### src/rtl/pacote_cronometro.sv
// Shared definitions for the stopwatch stages: FSM state encoding, default
// timing constants and the counter-width helper.
package pacote_cronometro;

   typedef enum logic [1:0] {
      PARADO   = 2'b00,
      CONTANDO = 2'b01,
      PAUSADO  = 2'b10,
      FIM      = 2'b11
   } estado_t;

   localparam int CICLOS_SEGUNDO_PADRAO   = 50000000;
   localparam int CICLOS_VARREDURA_PADRAO = 50000;
   localparam int CICLOS_DEBOUNCE_PADRAO  = 500000;

   // A parameter of 1 would give a zero-width counter; keep at least one bit.
   function automatic int largura(input int n);
      return (n > 1) ? $clog2(n) : 1;
   endfunction

endpackage

### src/rtl/filtro_botao.sv
// Pushbutton conditioner: 2-flop synchronizer, stability filter and a one-cycle
// press pulse on the filtered 1->0 edge, 2 + CICLOS_DEBOUNCE cycles after the pin.
module filtro_botao
   import pacote_cronometro::*;
#(
   parameter int CICLOS_DEBOUNCE = CICLOS_DEBOUNCE_PADRAO
) (
   input  logic clock,
   input  logic resetN,
   input  logic botao_n,
   output logic pressao
);

   localparam int              LC       = largura(CICLOS_DEBOUNCE);
   localparam logic [LC-1:0]   CONT_MAX = LC'(CICLOS_DEBOUNCE - 1);

   logic          sinc1_q, sinc1_d;
   logic          sinc2_q, sinc2_d;
   logic [LC-1:0] cont_q, cont_d;
   logic          filtrado_q, filtrado_d;
   logic          filtrado_ant_q, filtrado_ant_d;
   logic          valido_q, valido_d;
   logic          armado_q, armado_d;
   logic          pulso_q, pulso_d;

   always_comb begin
      sinc1_d        = botao_n;
      sinc2_d        = sinc1_q;
      cont_d         = cont_q;
      filtrado_d     = filtrado_q;
      filtrado_ant_d = filtrado_q;
      valido_d       = 1'b1;

      if (sinc2_q == filtrado_q) begin
         cont_d = '0;
      end else if (cont_q == CONT_MAX) begin
         filtrado_d = sinc2_q;
         cont_d     = '0;
      end else begin
         cont_d = cont_q + LC'(1);
      end

      // A button held through reset must be seen released before it may fire.
      armado_d = armado_q | (valido_q & sinc1_q);
      pulso_d  = filtrado_ant_q & ~filtrado_q & armado_q;
   end

   always_ff @(posedge clock) begin
      if (!resetN) begin
         sinc1_q        <= 1'b1;
         sinc2_q        <= 1'b1;
         cont_q         <= '0;
         filtrado_q     <= 1'b1;
         filtrado_ant_q <= 1'b1;
         valido_q       <= 1'b0;
         armado_q       <= 1'b0;
         pulso_q        <= 1'b0;
      end else begin
         sinc1_q        <= sinc1_d;
         sinc2_q        <= sinc2_d;
         cont_q         <= cont_d;
         filtrado_q     <= filtrado_d;
         filtrado_ant_q <= filtrado_ant_d;
         valido_q       <= valido_d;
         armado_q       <= armado_d;
         pulso_q        <= pulso_d;
      end
   end

   assign pressao = pulso_q;

endmodule

### src/rtl/controle_tempo.sv
// Stopwatch control: debounced start/pause and clear buttons drive a 4-state FSM,
// a per-second enable prescaler that runs only while counting, and a free-running scan tick.
module controle_tempo
   import pacote_cronometro::*;
#(
   parameter int CICLOS_SEGUNDO   = CICLOS_SEGUNDO_PADRAO,
   parameter int CICLOS_VARREDURA = CICLOS_VARREDURA_PADRAO,
   parameter int CICLOS_DEBOUNCE  = CICLOS_DEBOUNCE_PADRAO
) (
   input  logic       clock,
   input  logic       resetN,
   input  logic       botaoIniciar,
   input  logic       botaoZerar,
   input  logic       fimContagem,
   output logic       umSegundo,
   output logic       displayTick,
   output logic       zerar,
   output logic [1:0] estado
);

   localparam int            LS      = largura(CICLOS_SEGUNDO);
   localparam int            LV      = largura(CICLOS_VARREDURA);
   localparam logic [LS-1:0] SEG_MAX = LS'(CICLOS_SEGUNDO - 1);
   localparam logic [LV-1:0] VAR_MAX = LV'(CICLOS_VARREDURA - 1);

   logic ev_iniciar;
   logic ev_zerar;

   estado_t       estado_q, estado_d;
   logic          zerar_q, zerar_d;
   logic [LS-1:0] seg_q, seg_d;
   logic          um_q, um_d;
   logic [LV-1:0] varre_q, varre_d;
   logic          tick_q, tick_d;

   filtro_botao #(.CICLOS_DEBOUNCE(CICLOS_DEBOUNCE)) u_filtro_iniciar (
      .clock   (clock),
      .resetN  (resetN),
      .botao_n (botaoIniciar),
      .pressao (ev_iniciar)
   );

   filtro_botao #(.CICLOS_DEBOUNCE(CICLOS_DEBOUNCE)) u_filtro_zerar (
      .clock   (clock),
      .resetN  (resetN),
      .botao_n (botaoZerar),
      .pressao (ev_zerar)
   );

   always_comb begin
      estado_d = estado_q;
      zerar_d  = ev_zerar;

      if (ev_zerar) begin
         estado_d = PARADO;
      end else begin
         case (estado_q)
            PARADO:   if (ev_iniciar && !fimContagem) estado_d = CONTANDO;
            CONTANDO: begin
               if (fimContagem)     estado_d = FIM;
               else if (ev_iniciar) estado_d = PAUSADO;
            end
            PAUSADO:  if (ev_iniciar) estado_d = CONTANDO;
            FIM:      estado_d = FIM;
            default:  estado_d = PARADO;
         endcase
      end
   end

   // The fraction of a second is dropped whenever we land in PARADO or FIM.
   always_comb begin
      seg_d = seg_q;
      um_d  = 1'b0;
      if (estado_d == PARADO || estado_d == FIM) begin
         seg_d = '0;
      end else if (estado_q == CONTANDO) begin
         if (seg_q == SEG_MAX) begin
            seg_d = '0;
            um_d  = 1'b1;
         end else begin
            seg_d = seg_q + LS'(1);
         end
      end
   end

   always_comb begin
      tick_d = 1'b0;
      if (varre_q == VAR_MAX) begin
         varre_d = '0;
         tick_d  = 1'b1;
      end else begin
         varre_d = varre_q + LV'(1);
      end
   end

   always_ff @(posedge clock) begin
      if (!resetN) begin
         estado_q <= PARADO;
         zerar_q  <= 1'b0;
         seg_q    <= '0;
         um_q     <= 1'b0;
         varre_q  <= '0;
         tick_q   <= 1'b0;
      end else begin
         estado_q <= estado_d;
         zerar_q  <= zerar_d;
         seg_q    <= seg_d;
         um_q     <= um_d;
         varre_q  <= varre_d;
         tick_q   <= tick_d;
      end
   end

   assign umSegundo   = um_q & ~fimContagem;
   assign displayTick = tick_q;
   assign zerar       = zerar_q;
   assign estado      = estado_q;

endmodule

### config.mk
export PLATFORM = sky130hd
export DESIGN_NAME = controle_tempo
export DESIGN_NICKNAME = d
export VERILOG_FILES = /design/src/rtl/pacote_cronometro.sv /design/src/rtl/filtro_botao.sv /design/src/rtl/controle_tempo.sv
export SDC_FILE = /design/constraint.sdc
export NUM_CORES = 1
export LEC_CHECK = 0
export CAP_MARGIN = 30
export CORE_MARGIN = 2
export CORE_UTILIZATION = 40
export DETAILED_ROUTE_END_ITERATION = 6
export PLACE_DENSITY_LB_ADDON = 0.1
export SYNTH_ARGS = -nofsm -noshare
export SYNTH_HDL_FRONTEND = slang
export SYNTH_HIERARCHICAL = 1
export SYNTH_SLANG_ARGS = --single-unit
export TNS_END_PERCENT = 5
### constraint.sdc
create_clock -name clock -period 3.9 [get_ports clock]
set_input_delay 0.585 -clock clock [delete_from_list [all_inputs] [get_ports clock]]
set_output_delay 0.585 -clock clock [all_outputs]
set_load 0.02 [all_outputs]
==> flow_summary_export.csv <==
group,metric,value,unit
outcome,status,"completed",
floorplan,initial_utilization,41.1,%
job,drv_cap,0,
cts,cts-root-buf,"clkbuf_8",
sta,rsz0062_at_grt,"false",
final_layout,final_core_util,44.8,%
sta,fin_tns_setup,0,ns
critical_path,critPathMaxStageDelay,0.64,ns
cts,tritoncts,"yes",
cts,insertion_delay,0.38,ns
sta,fmax,0.392,GHz
final_layout,final_nets,501,
detailed_routing,via_per_inst,5.24,
worst_hold_path,hold_path_class,"flip-flop to flip-flop",
critical_path,critPathSlowestCell,"clkdlybuf4s50_1",
sta,setup_viol,0,
floorplan,coreArea,10900,µm²
placed_design,dp_hpwl,5550,µm
logic_synthesis,syn_inst,488,
critical_path,cp.required,3.31,ns
critical_path,end_kind,"output port",
global_route,grt-ovfl-total,0,
sta,slew_viol_final,0,
global_route,grtUsageTotal,15.4,%
logic_synthesis,synth_flop_cell,"dfxtp_1",
critical_path,critical_path.cell_chain,"clkdlybuf4s50_1, nor2b_1, clkdlybuf4s50_1",
cts,clk_pin_slew_worst_paths,0.10,ns
cts,cts_made_buffers,9,
sta,fin_crit,2.55,ns
critical_path,crit_path_frequent_cell,"clkdlybuf4s50_1",
logic_synthesis,async_reset_ff_share,0,%
detailed_routing,detail-route-antenna-nets,0,
cts,clkSinkCount,99,
logic_synthesis,synthesis.area,4470,µm²
detailed_routing,vias,3340,
critical_path,worstPathArrival,1.97,ns
placed_design,pre_cts_slack,1.35,ns
placed_design,place_inst,620,
global_route,grt_max_degree,28,
power,ir_drop,0.264,mV
logic_synthesis,yosysWarnings,6,
critical_path,critPathKind,"input port to output port",
sta,hold_violations,0,
cts,cts_buffer_depth,2,
cts,holdBufCountCts,0,
power,cellPowerDensity,366,nW/µm²
sta,skew,0.0126,ns
floorplan,num_rows,38,
cts,htree_levels,3,
global_route,grt_antenna_before_repair,0,
final_layout,instances_no_fill,637,
cts,cts_resized,0,
global_route,grt_pass1_vias,3164,
floorplan,die_x,110,µm
sta,whs,0.449,ns
detailed_routing,drt-pass1-iter-count,6,
sta,relSlewSlack,57.8,%
logic_synthesis,avgSynthCellArea,9.17,µm²
final_layout,areaGrowthSynthToFinish,9.09,%
placed_design,port_buffers,9,
critical_path,cp_max_fo,5,
floorplan,ios,10,
cts,post_cts_buffers,0,
logic_synthesis,yosysSeqAreaShare,44.3,%
logic_synthesis,synth_edf_count,0,
sta,worst_pin_slew,0.629,ns
detailed_routing,drc,0,
final_layout,n_antenna_cell,0,
critical_path,cp_top_family,"buffers and inverters",
detailed_routing,wl_per_cell,13.2,µm
final_layout,drive_above_1_share,8.25,%
logic_synthesis,synth_nets,497,
critical_path,worstPathBufferInverterCount,2,
floorplan,die_h,110,µm
detailed_routing,wl,8430,µm
sta,final.setup.worst_slack,1.35,ns
logic_synthesis,ys_seq_elements,99,
critical_path,crit_path_start_kind,"input port",
floorplan,dieArea,12000,µm²
sta,timing.final.crit_share,65.5,%
logic_synthesis,synth.distinct_cells,45,
placed_design,gp_congestion,0.786,
global_route,grt_first_pass_wirelength,14600,µm
detailed_routing,drt_first_iter_violations,130,
power,leakagePower,1.47,nW
==> metrics by stage <==
step           power [W]  cell area, µm²
6_report         0.00179            4880
5_1_grt          0.00186            4880
4_1_cts          0.00183            4850
3_5_place_dp     0.00107            4630
3_3_place_gp     0.00107            4630
2_1_floorplan    0.00106            4470
==> per-layer routing <==
| metal | GRT usage (%) | share of wire, % | up-vias |
|---|---|---|---|
| met5 | 0 | 0 | - |
| met4 | 4.07 | 1.3 | 0 |
| met3 | 5.51 | 2.9 | 10 |
| li1 | - | - | 1755 |
| met2 | 24.5 | 46 | 20 |
| met1 | 19.7 | 50 | 1555 |
==> worst paths after layout <==
kind | from | to | slack (ns) | cells after the start
setup / recovery | fimContagem | umSegundo | 1.35 | 3
hold / removal | u_filtro_zerar/sinc1_q | u_filtro_zerar/sinc2_q | 0.45 | 1
setup reg to reg | seg_q[0] | um_q | 1.59 | 6
hold reg to reg | u_filtro_zerar/sinc1_q | u_filtro_zerar/sinc2_q | 0.45 | 1
==> synth_stat cells, types with 2 or more instances <==
cell,n,share of area [%]
nor4_1,10,1.4
and2_1,3,0.42
and4_1,7,1.4
nand4_1,13,1.8
a211oi_1,9,1.5
buf_2,5,0.56
or4_1,13,2.2
buf_6,4,1.0
o31ai_1,10,1.7
nand2_1,36,3.0
a211oi_2,5,1.4
and3_1,8,1.1
or4b_2,2,0.45
o21ai_0,14,1.6
or3_1,14,2.0
nor2b_1,10,1.4
nor4bb_1,2,0.45
xnor2_1,30,5.9
a21oi_2,6,1.2
nand4_4,3,1.4
nor3_1,27,3.0
or4b_1,2,0.45
xor2_1,22,4.3
nor2_1,51,4.3
inv_1,11,0.92
clkbuf_1,6,0.50
dfxtp_1,99,44
nand2b_1,10,1.4
a31o_2,2,0.39
nand3_1,24,2.7
nor4b_1,2,0.39
ha_1,4,1.1
a21oi_1,7,0.78
mux2i_1,3,0.67
buf_4,4,0.67
==> sequential cells by signal, indices dropped and copies added, names as in the netlist <==
register and count:
um_q 1, u_filtro_zerar/filtrado_ant_d 1, u_filtro_zerar/armado_q 1, u_filtro_zerar/sinc2_q 1, u_filtro_iniciar/sinc1_q 1, u_filtro_iniciar/sinc2_q 1, seg_q 26, varre_q 16
u_filtro_iniciar/filtrado_ant_q 1, u_filtro_iniciar/filtrado_ant_d 1, u_filtro_zerar/filtrado_ant_q 1, u_filtro_iniciar/valido_q 1, u_filtro_zerar/cont_q 19, u_filtro_zerar/valido_q 1, zerar 1, displayTick 1
u_filtro_iniciar/pressao 1, u_filtro_iniciar/cont_q 19, u_filtro_iniciar/armado_q 1, u_filtro_zerar/sinc1_q 1, u_filtro_zerar/pressao 1, estado 2
==> logic make-up (layout without fill, tap and decap cells) <==
kind of cell,after synthesis,count (layout),synth area share [%]
buffers and inverters,30,39,3.66
adder cells (fa/ha/maj),4,4,1.12
flip-flops,99,99,44.3
AO/OA/AOI/OAI,56,56,9.06
AND/OR/NAND/NOR,244,244,31.0
XOR/XNOR,52,52,10.2
multiplexers,3,3,0.671
==> power breakdown <==
| group | switching (W) | internal [W] |
|---|---|---|
| sequential | 0.00000561 | 0.00102 |
| combinational | 0.0000145 | 0.0000113 |
| clock | 0.000370 | 0.000370 |
| total | 0.000390 | 0.00140 |
==> area by class of cell <==
type                            count  area (µm²)
Tap cell                          140         175
Inverter                           11        41.3
Timing Repair Buffer               12         133
Multi-Input combinational cell    359        2330
Clock buffer                       10         128
Clock inverter                      6        93.8
Sequential cell                    99        1980
Fill cell                        1058        6010
==> cell usage in the layout, fill, tap and decap left out, types with 8 or more instances in the layout <==
cell type	n
dfxtp_1	99
nor2_1	51
nand2_1	36
xnor2_1	30
nor3_1	27
nand3_1	24
xor2_1	22
o21ai_0	14
or3_1	14
nand4_1	13
or4_1	13
inv_1	11
nor2b_1	10
o31ai_1	10
nand2b_1	10
nor4_1	10
a211oi_1	9
clkbuf_8	9
clkdlybuf4s50_1	9
and3_1	8
Note: power is estimated with default switching activity, not from simulation.
